### config.mk
export PLATFORM = sky130hd
export DESIGN_NAME = cu_decode_issuer
export DESIGN_NICKNAME = d
export VERILOG_FILES = /design/src/rtl/cu_pkg.sv /design/src/rtl/cu_issue_timer.sv /design/src/rtl/cu_decode_issuer.sv
export SDC_FILE = /design/constraint.sdc
export NUM_CORES = 1
export LEC_CHECK = 0
export CAP_MARGIN = 20
export CORE_MARGIN = 3
export CORE_UTILIZATION = 49
export CTS_CLUSTER_DIAMETER = 120
export CTS_CLUSTER_SIZE = 12
export DETAILED_ROUTE_END_ITERATION = 8
export HOLD_SLACK_MARGIN = 0.05
export PLACE_DENSITY = 0.86
export SKIP_CTS_REPAIR_TIMING = 1
export SLEW_MARGIN = 0
export SYNTH_ARGS = -nofsm -noshare
export SYNTH_HDL_FRONTEND = slang
export SYNTH_SLANG_ARGS = --single-unit
### constraint.sdc
create_clock -name soc_clk -period 23.1 [get_ports soc_clk]
set_clock_uncertainty 0.1 [all_clocks]
set_input_delay 4.62 -clock soc_clk [delete_from_list [all_inputs] [get_ports soc_clk]]
set_output_delay 4.62 -clock soc_clk [all_outputs]
set_load 0.02 [all_outputs]
### src/rtl/cu_pkg.sv
// Shared types for the CU-side decode issuer: the decoded bundle layout,
// the issuer state encoding and the next-PC helper.
package cu_pkg;

  localparam int DEC_BUNDLE_W = 98;

  // Field order matches the decoder's dec_fields bus, MSB first.
  typedef struct packed {
    logic [5:0]  instruction_to_cu;
    logic [4:0]  instruction_to_alu;
    logic [31:0] imm;
    logic [4:0]  rd;
    logic [4:0]  rs1;
    logic [4:0]  rs2;
    logic [4:0]  shamt;
    logic [31:0] pc_increment;
    logic [1:0]  pipeline_override;
    logic        invalid_instruction;
  } dec_bundle_t;

  typedef enum logic [2:0] {
    ST_FLUSH = 3'd0,
    ST_IDLE  = 3'd1,
    ST_ISSUE = 3'd2,
    ST_WAIT  = 3'd3,
    ST_HOLD  = 3'd4
  } issuer_state_e;

  // 32-bit next-PC; the carry out of bit 31 is intentionally dropped.
  function automatic logic [31:0] calc_next_pc(input logic [31:0] pc,
                                               input logic [31:0] inc);
    return pc + inc;
  endfunction

endpackage

### src/rtl/cu_issue_timer.sv
// Loadable saturating up/down counter. The issuer uses it counting down for
// the decoder-flush hold and counting up for the decode timeout.
module cu_issue_timer #(
  parameter int CNT_W   = 5,
  parameter int RST_VAL = 3,
  parameter int TERM_UP = 15
) (
  input  logic             soc_clk,
  input  logic             ID_reset,
  input  logic             load,
  input  logic [CNT_W-1:0] load_val,
  input  logic             cnt_en,
  input  logic             cnt_up,
  output logic             tc
);

  logic [CNT_W-1:0] cnt_q;

  // Counter register: load wins, otherwise step and saturate at either end.
  always_ff @(posedge soc_clk or posedge ID_reset) begin
    if (ID_reset) begin
      cnt_q <= CNT_W'(RST_VAL);
    end else if (load) begin
      cnt_q <= load_val;
    end else if (cnt_en) begin
      if (cnt_up) begin
        if (cnt_q != {CNT_W{1'b1}}) cnt_q <= cnt_q + CNT_W'(1);
      end else begin
        if (cnt_q != '0) cnt_q <= cnt_q - CNT_W'(1);
      end
    end
  end

  // Terminal count depends on the direction requested this cycle.
  assign tc = cnt_up ? (cnt_q == CNT_W'(TERM_UP)) : (cnt_q == '0);

endmodule

### src/rtl/cu_decode_issuer.sv
// CU-side decode handshake initiator: issues one instruction to the ID
// wrapper, waits for a fresh IDU_ready edge, holds the decoded bundle for
// execute, and owns decoder flush plus illegal/timeout traps.
module cu_decode_issuer
  import cu_pkg::*;
#(
  parameter int TIMEOUT_CYC = 16,
  parameter int FLUSH_CYC   = 4
) (
  input  logic        soc_clk,
  input  logic        ID_reset,
  input  logic        flush,
  input  logic        fetch_valid,
  input  logic [31:0] fetch_instr,
  input  logic [31:0] fetch_pc,
  output logic        fetch_ready,
  output logic        decode_start,
  output logic [31:0] Cu_IR,
  output logic        IDU_reset,
  input  logic        IDU_ready,
  input  logic [97:0] dec_fields,
  output logic        ex_valid,
  input  logic        ex_ready,
  output logic [97:0] ex_bundle,
  output logic [31:0] ex_pc,
  output logic [31:0] ex_next_pc,
  output logic        trap_illegal,
  output logic        trap_timeout
);

  localparam int CNT_W = $clog2(TIMEOUT_CYC + 1);

  issuer_state_e    state, state_n;
  dec_bundle_t      dec, bundle_q;
  logic [31:0]      ir_q, pc_q, ex_pc_q, ex_next_pc_q;
  logic             rdy_q, rise;
  logic             tmr_load, tmr_en, tmr_up, tmr_tc;
  logic [CNT_W-1:0] tmr_val;
  logic             accept, capture;
  logic             trap_ill_n, trap_tmo_n, trap_ill_q, trap_tmo_q;

  assign dec  = dec_fields;
  assign rise = IDU_ready & ~rdy_q;

  cu_issue_timer #(
    .CNT_W   (CNT_W),
    .RST_VAL (FLUSH_CYC - 1),
    .TERM_UP (TIMEOUT_CYC - 1)
  ) u_timer (
    .soc_clk  (soc_clk),
    .ID_reset (ID_reset),
    .load     (tmr_load),
    .load_val (tmr_val),
    .cnt_en   (tmr_en),
    .cnt_up   (tmr_up),
    .tc       (tmr_tc)
  );

  // State register.
  always_ff @(posedge soc_clk or posedge ID_reset) begin
    if (ID_reset) state <= ST_FLUSH;
    else          state <= state_n;
  end

  // Next state and timer control; flush overrides everything, then timeout,
  // then capture, then the execute handshake, then fetch.
  always_comb begin
    state_n    = state;
    tmr_load   = 1'b0;
    tmr_val    = CNT_W'(FLUSH_CYC - 1);
    tmr_en     = 1'b0;
    tmr_up     = 1'b0;
    accept     = 1'b0;
    capture    = 1'b0;
    trap_ill_n = 1'b0;
    trap_tmo_n = 1'b0;
    if (flush) begin
      state_n  = ST_FLUSH;
      tmr_load = 1'b1;
    end else begin
      case (state)
        ST_FLUSH: begin
          tmr_en = 1'b1;
          if (tmr_tc) state_n = ST_IDLE;
        end
        ST_IDLE: begin
          if (fetch_valid) begin
            accept  = 1'b1;
            state_n = ST_ISSUE;
          end
        end
        ST_ISSUE: begin
          tmr_load = 1'b1;
          tmr_val  = '0;
          state_n  = ST_WAIT;
        end
        ST_WAIT: begin
          tmr_en = 1'b1;
          tmr_up = 1'b1;
          if (tmr_tc) begin
            trap_tmo_n = 1'b1;
            tmr_load   = 1'b1;
            state_n    = ST_FLUSH;
          end else if (rise) begin
            if (dec.invalid_instruction) begin
              trap_ill_n = 1'b1;
              tmr_load   = 1'b1;
              state_n    = ST_FLUSH;
            end else begin
              capture = 1'b1;
              state_n = ST_HOLD;
            end
          end
        end
        ST_HOLD: begin
          if (ex_ready) state_n = ST_IDLE;
        end
        default: begin
          state_n  = ST_FLUSH;
          tmr_load = 1'b1;
        end
      endcase
    end
  end

  // IDU_ready history; forced high at ISSUE so a ready left over from the
  // previous decode must drop before an edge can be accepted.
  always_ff @(posedge soc_clk or posedge ID_reset) begin
    if (ID_reset)                rdy_q <= 1'b1;
    else if (state == ST_ISSUE)  rdy_q <= 1'b1;
    else if (state == ST_WAIT)   rdy_q <= IDU_ready;
  end

  // Instruction latch at accept and bundle/PC capture at the ready edge.
  always_ff @(posedge soc_clk or posedge ID_reset) begin
    if (ID_reset) begin
      ir_q         <= '0;
      pc_q         <= '0;
      bundle_q     <= '0;
      ex_pc_q      <= '0;
      ex_next_pc_q <= '0;
    end else begin
      if (accept) begin
        ir_q <= fetch_instr;
        pc_q <= fetch_pc;
      end
      if (capture) begin
        bundle_q     <= dec;
        ex_pc_q      <= pc_q;
        ex_next_pc_q <= calc_next_pc(pc_q, dec.pc_increment);
      end
    end
  end

  // Registered one-cycle trap pulses.
  always_ff @(posedge soc_clk or posedge ID_reset) begin
    if (ID_reset) begin
      trap_ill_q <= 1'b0;
      trap_tmo_q <= 1'b0;
    end else begin
      trap_ill_q <= trap_ill_n;
      trap_tmo_q <= trap_tmo_n;
    end
  end

  assign fetch_ready  = (state == ST_IDLE) & ~flush;
  assign decode_start = (state == ST_ISSUE);
  assign IDU_reset    = (state == ST_FLUSH);
  assign ex_valid     = (state == ST_HOLD);
  assign Cu_IR        = ir_q;
  assign ex_bundle    = bundle_q;
  assign ex_pc        = ex_pc_q;
  assign ex_next_pc   = ex_next_pc_q;
  assign trap_illegal = trap_ill_q;
  assign trap_timeout = trap_tmo_q;

endmodule

* After elaboration in Yosys (flattened, before gate mapping)
Index checks and enable logic that the tools add are counted.
** Cells by class
- $add $sub $neg :: 3
- Bitwise logic cells :: 4
- Eq/ne operators :: 11
- Reduce and logical (&&, ||, !) cells :: 10
- Muxes and demuxes :: 41
** Operators with widths (count)
- adder 32 bit :: 1
- two-way mux 1 bit :: 25
- two-way mux 5 bit :: 5
- two-way mux 3 bit :: 7
- one-hot mux 3 bit (5 select lines) :: 1
- == test 3 x 2 -> 1 bit, second input constant :: 2
- inequality test 3 x 2 -> 1 bit, second input constant :: 2
- inequality test 3 bit, second input constant :: 2
- adder 5 x 1 -> 5 bit, second input constant :: 1
- == test 5 x 4 -> 1 bit, second input constant :: 1
- zero test 5 bit :: 1
- inequality test 5 bit, second input constant :: 1
- nonzero test 5 bit :: 1
- subtractor 5 x 1 -> 5 bit, second input constant :: 1
- two-way mux 2 bit :: 2
- inequality test 4 bit, second input constant :: 1
- AND reduction 4 bit :: 1
- nonzero test 2 bit :: 2
- == test 3 x 1 -> 1 bit, second input constant :: 1
- == test 3 bit, second input constant :: 1
- zero test 3 bit :: 1
- AND reduction 3 bit :: 1
- nonzero test 3 bit :: 1
- OR reduction 3 bit :: 1
- 4 further kinds :: 6
** Storage, ports and cells
- Input bits :: 168
- Output and inout bits :: 200
- Register bits :: 237
- Logic and storage cells :: 88

* Longest topological paths before layout
- Depth after elaboration :: 9
- Gate-level depth with buffers :: 11
- Depth with buffers taken out :: 10

* Hierarchy
A second synthesis with hierarchy kept.
** Second synthesis, totals
- Cells, all modules :: 1135
- Area, all modules :: 10875.4 um^2
** Modules (own cells, without submodules)
- cu_decode_issuer :: area an instance 10440.0 um^2, cells each 1087, times used 1
- cu_issue_timer :: area an instance 435.4 um^2, cells each 48, times used 1

* Worst setup path after synthesis
OpenSTA, ideal clock, no wires.
- Path type :: input to output
- Start :: input port flush
- End :: output port fetch_ready
- Arrival :: 5.308 ns
- Buffers on the path :: 1
- Slack :: 13.072 ns
- Stages :: 4
- Data required time :: 18.380 ns
- Path through :: buf_2 nor2_1 nand2_1 nor2_1
** On the way
- Cells in the longest elaborated chain, start to end :: 2
** RTL lines
- from (decl) :: line cu_decode_issuer.sv:12 : input logic flush,
- inverter 1 bit :: line cu_decode_issuer.sv:166 : assign fetch_ready = (state == ST_IDLE) & ~flush;
- bitwise AND 1 bit :: line cu_decode_issuer.sv:166
- to (decl) :: line cu_decode_issuer.sv:16 : output logic fetch_ready,
No other way between the ends.

* Worst setup path in the final report
Same ends and word-level chain as after synthesis.

==> summary.txt <==
Synthesis
  – Ys async rst share: 1.00
  – Netlist Area Pre-Place: ~11000 um^2
  – Mux share of post-synthesis cell area: 0.0701
  – Yosys warning count: 0
  – Post-synth EDFFs: 0
  – Adder-cell share of the synthesized area: 0.0434
  – Register bit count reported by yosys: roughly 240
  – Synthesized net count: 1323
  – Post-synthesis compound-gate area fraction: 0.0849
  – Synth Area in XOR/XNOR: 0.0245
  – Synth Flop Type: dfrtp_1
  – Cells after Synth: approximately 1100
  – Largest family of logic cells by synthesized area: simple AND/OR/NAND/NOR gates
  – Sequential share of the synthesized area: 0.554
  – Syn_area_per_cell: 9.58 um^2
  – Yosys cell types: 58
  – Simple-gate area share of the yosys netlist: 0.196

Floorplan
  – CORE AREA: about 21000 um^2
  – Die Height: 154 um
  – Initial core utilization: 0.503
  – Die Area: 23700 um^2
  – IO Count: between 300 and 400
  – Die Span X: 154 um
  – # rows: 53

Clocking
  – Num CTS Buffers: 23
  – Clock transition at path regs: 0.06 ns
  – CTS root buf: clkbuf_16
  – Level count of the clock H-tree: 1
  – Clock tree sinks: 237
  – Clock buffer depth: 3
  – TritonCTS clock tree: yes
  – Clock Latency Late Sink: 0.51 ns

Timing
  – Count of final max-slew check failures: 0
  – Fin. Hold Viols: 0
  – RSZ-0062 raised after global routing: false
  – Final period utilization: 0.482
  – Final min period: roughly 11 ns
  – WHS: 0.373 ns
  – Final setup fails: 0
  – Highest clock rate: 89.9 MHz
  – Slew headroom: 0.329
  – Worst Max-Slew Pin Slew: about 1.0 ns
  – Final setup TNS: 0 ns

Worst setup path
  – Crit path max fanout: 7
  – Buf+Inv Stages, Crit Path: 2
  – Critical path's largest stage delay: 0.66 ns
  – CP Capture Type: output pin
  – Reg2reg path depth: 10
  – Critical setup path kind: in2out
  – Slowest stage cell on the critical path: clkdlybuf4s50_1
  – Req. time, crit path: 18.38 ns
  – Reg-to-Reg End: ex_next_pc[28]$_DFFE_PP0P_
  – R2R Setup Slk: 19.64 ns
  – CP top delay family: buffers and inverters
  – Setup crit start: flush
  – Worst Path Arrival: 6.40 ns
  – FF-to-FF Start: state[2]$_DFFE_PP0P_
  – Crit-path cells: clkdlybuf4s50_1 > nor2_1 > nand2_1 > nor2_1 > clkdlybuf4s50_1
  – Critical Path Start Type: primary input

Min path
  – Hold path start: ex_bundle[51]$_DFFE_PP0P_
  – Hold path endpoint: ex_bundle[51]$_DFFE_PP0P_
  – Worst Hold Class: reg2reg
  – Worst Hold Path Cells: 2

Route
  – Post-Route WL: 31500 um
  – Via count: 9322
  – Via density: 5.35
  – DRT antenna net count: 0
  – 1st-pass router iterations: 5
  – Drt initial violations: around 480
  – Drt wl/cell: between 15 and 20 um
  – Residual DRC: 0

Cells and area
  – Ratio of cells with drive above 1 in the final layout: 0.0749
  – # diodes: 0
  – Area grow syn2layout: 42.0%
  – Reg area: 5930 um^2
  – Final nets: 1665
  – Multi-input gate area: 4510 um^2
  – Fill cells: 1510

GRT
  – Vias in the first global route: 9680
  – Initial antenna violation count: 0
  – Pin count of the biggest net entering global routing: 104
  – All-Layer GR Usage: 0.258
  – First-pass GRT wire length: between 50000 and 60000 um
  – Gr ovfl total: 0

Power and ir drop
  – Pwr/cell area: between 100 and 150 nW/um^2
  – Maximum VDD drop: 0.0770 mV
  – Leak: roughly 7.2 nW

Placement
  – DP HPWL: 22600 um
  – Placer congestion estimate: 0.885
  – IO buf count: 367

Run
  – Max Cap Viol: 0

Run status
  – Status: finished, final reports clean
worst register-to-register path, cell delays in order, from the launching register on:
cell,delay [ns]
dfrtp_1,0.46
nor2_1,0.21
nand3_1,0.24
inv_1,0.21
o211ai_1,0.19
nor2_4,0.17
buf_4,0.64
buf_4,0.64
and3_1,0.31
mux2i_1,0.06
o311ai_0,0.09
cell usage after synthesis, types with 2 or more instances:
cell type  number  share of area
nor2b_1         3         0.0018
o211a_1         2         0.0019
inv_1          19         0.0067
a31oi_1         4         0.0023
nand2_1       451           0.16
ha_1           34          0.040
dfrtp_1       234           0.55
nand4_1         4         0.0023
o21a_1          2         0.0014
mux2_2         64          0.067
nand3_1        10         0.0047
a221o_1         2         0.0019
nor3_1          8         0.0037
nand2b_1        3         0.0018
a211oi_1        9         0.0063
xnor2_1        16          0.013
o21bai_1        5         0.0035
dfstp_2         3         0.0074
nor4_1          3         0.0018
a21boi_0        2         0.0014
and3_1          3         0.0018
or2_2           2         0.0012
o21ai_1         2        0.00093
a21o_1         11         0.0077
clkbuf_1       44          0.015
a311oi_1        2         0.0016
o211ai_1        5         0.0035
o21ai_0        48          0.022
buf_2          11         0.0051
a21oi_1        34          0.016
mux2i_1         3         0.0028
xor2_1         14          0.011
nor2_1         36          0.013
fa_1            2         0.0037
power breakdown:
part | internal, W | switching, W
clock | 0.000181 | 0.000151
sequential | 0.000583 | 0.000110
combinational | 0.000453 | 0.000507
total | 0.00122 | 0.000769
area by class of cell:
type,count,share of cell area
inverters,19,0.00518
repair buffers,373,0.246
well taps,275,0.0226
clock inverters,1,0.000329
multi-input cells,807,0.296
flip-flops and latches,237,0.390
clock buffers,31,0.0398
flip-flops by register name (all words and copies together), names as in the netlist:
name,cells
Cu_IR,32
ex_bundle,98
ex_next_pc,32
ex_pc,32
pc_q,32
rdy_q,1
state,3
trap_illegal,1
trap_timeout,1
u_timer.cnt_q,5
stage by stage:
step | area (um^2) | cells | utilization | power, W | setup WS, ns
floorplan | 10700 | 1119 | - | 0.00122 | 11.88
global placement | 14600 | 1710 | 0.685 | 0.00162 | 12.05
detailed placement | 14600 | 1710 | 0.685 | 0.00165 | 12.02
CTS | 15200 | 1742 | 0.714 | 0.00199 | 12.01
global route | 15200 | 1743 | 0.715 | 0.00210 | 11.91
finish | 15200 | 1743 | 0.715 | 0.00199 | 11.98
logic make-up after synthesis:
kind of cell,after synthesis
fa+ha+maj,36
simple gates,531
mux,67
flops,237
compound gates,143
xor+xnor,30
buf+inv,75
how the worst max path moves through the flow:
stage / cells after the start / slack, ns / to
detailed placement: 5 / 12.02 / fetch_ready
global route: 5 / 11.91 / fetch_ready
finish: 5 / 11.98 / fetch_ready
floorplan: 1 / 11.88 / Cu_IR[0]$_DFFE_PP0P_
global placement: 5 / 12.05 / fetch_ready
CTS: 5 / 12.01 / fetch_ready
metal layers:
layer | vias up | track usage | wire length [um]
met4 | 0 | 0.0854 | 1060
li1 | 4352 | - | -
met5 | - | 0 | 0
met2 | 365 | 0.447 | 15700
met1 | 4537 | 0.329 | 12800
met3 | 68 | 0.0478 | 1940
placed cells by master (no fill, tap or decap), drive strengths merged, types with 8 or more instances in the layout:
| master | netlist | final |
|---|---|---|
| ha | 34 | 34 |
| clkdlybuf4s50 | 0 | 367 |
| clkbuf | 44 | 31 |
| nand2 | 451 | 451 |
| o21ai | 50 | 50 |
| dfrtp | 234 | 234 |
| nand3 | 10 | 10 |
| inv | 19 | 19 |
| xnor2 | 16 | 16 |
| nor3 | 8 | 8 |
| a21o | 11 | 11 |
| mux2 | 64 | 64 |
| xor2 | 14 | 14 |
| a211oi | 9 | 9 |
| nor2 | 36 | 36 |
| a21oi | 35 | 35 |
Power figures use the tool's default switching activity.
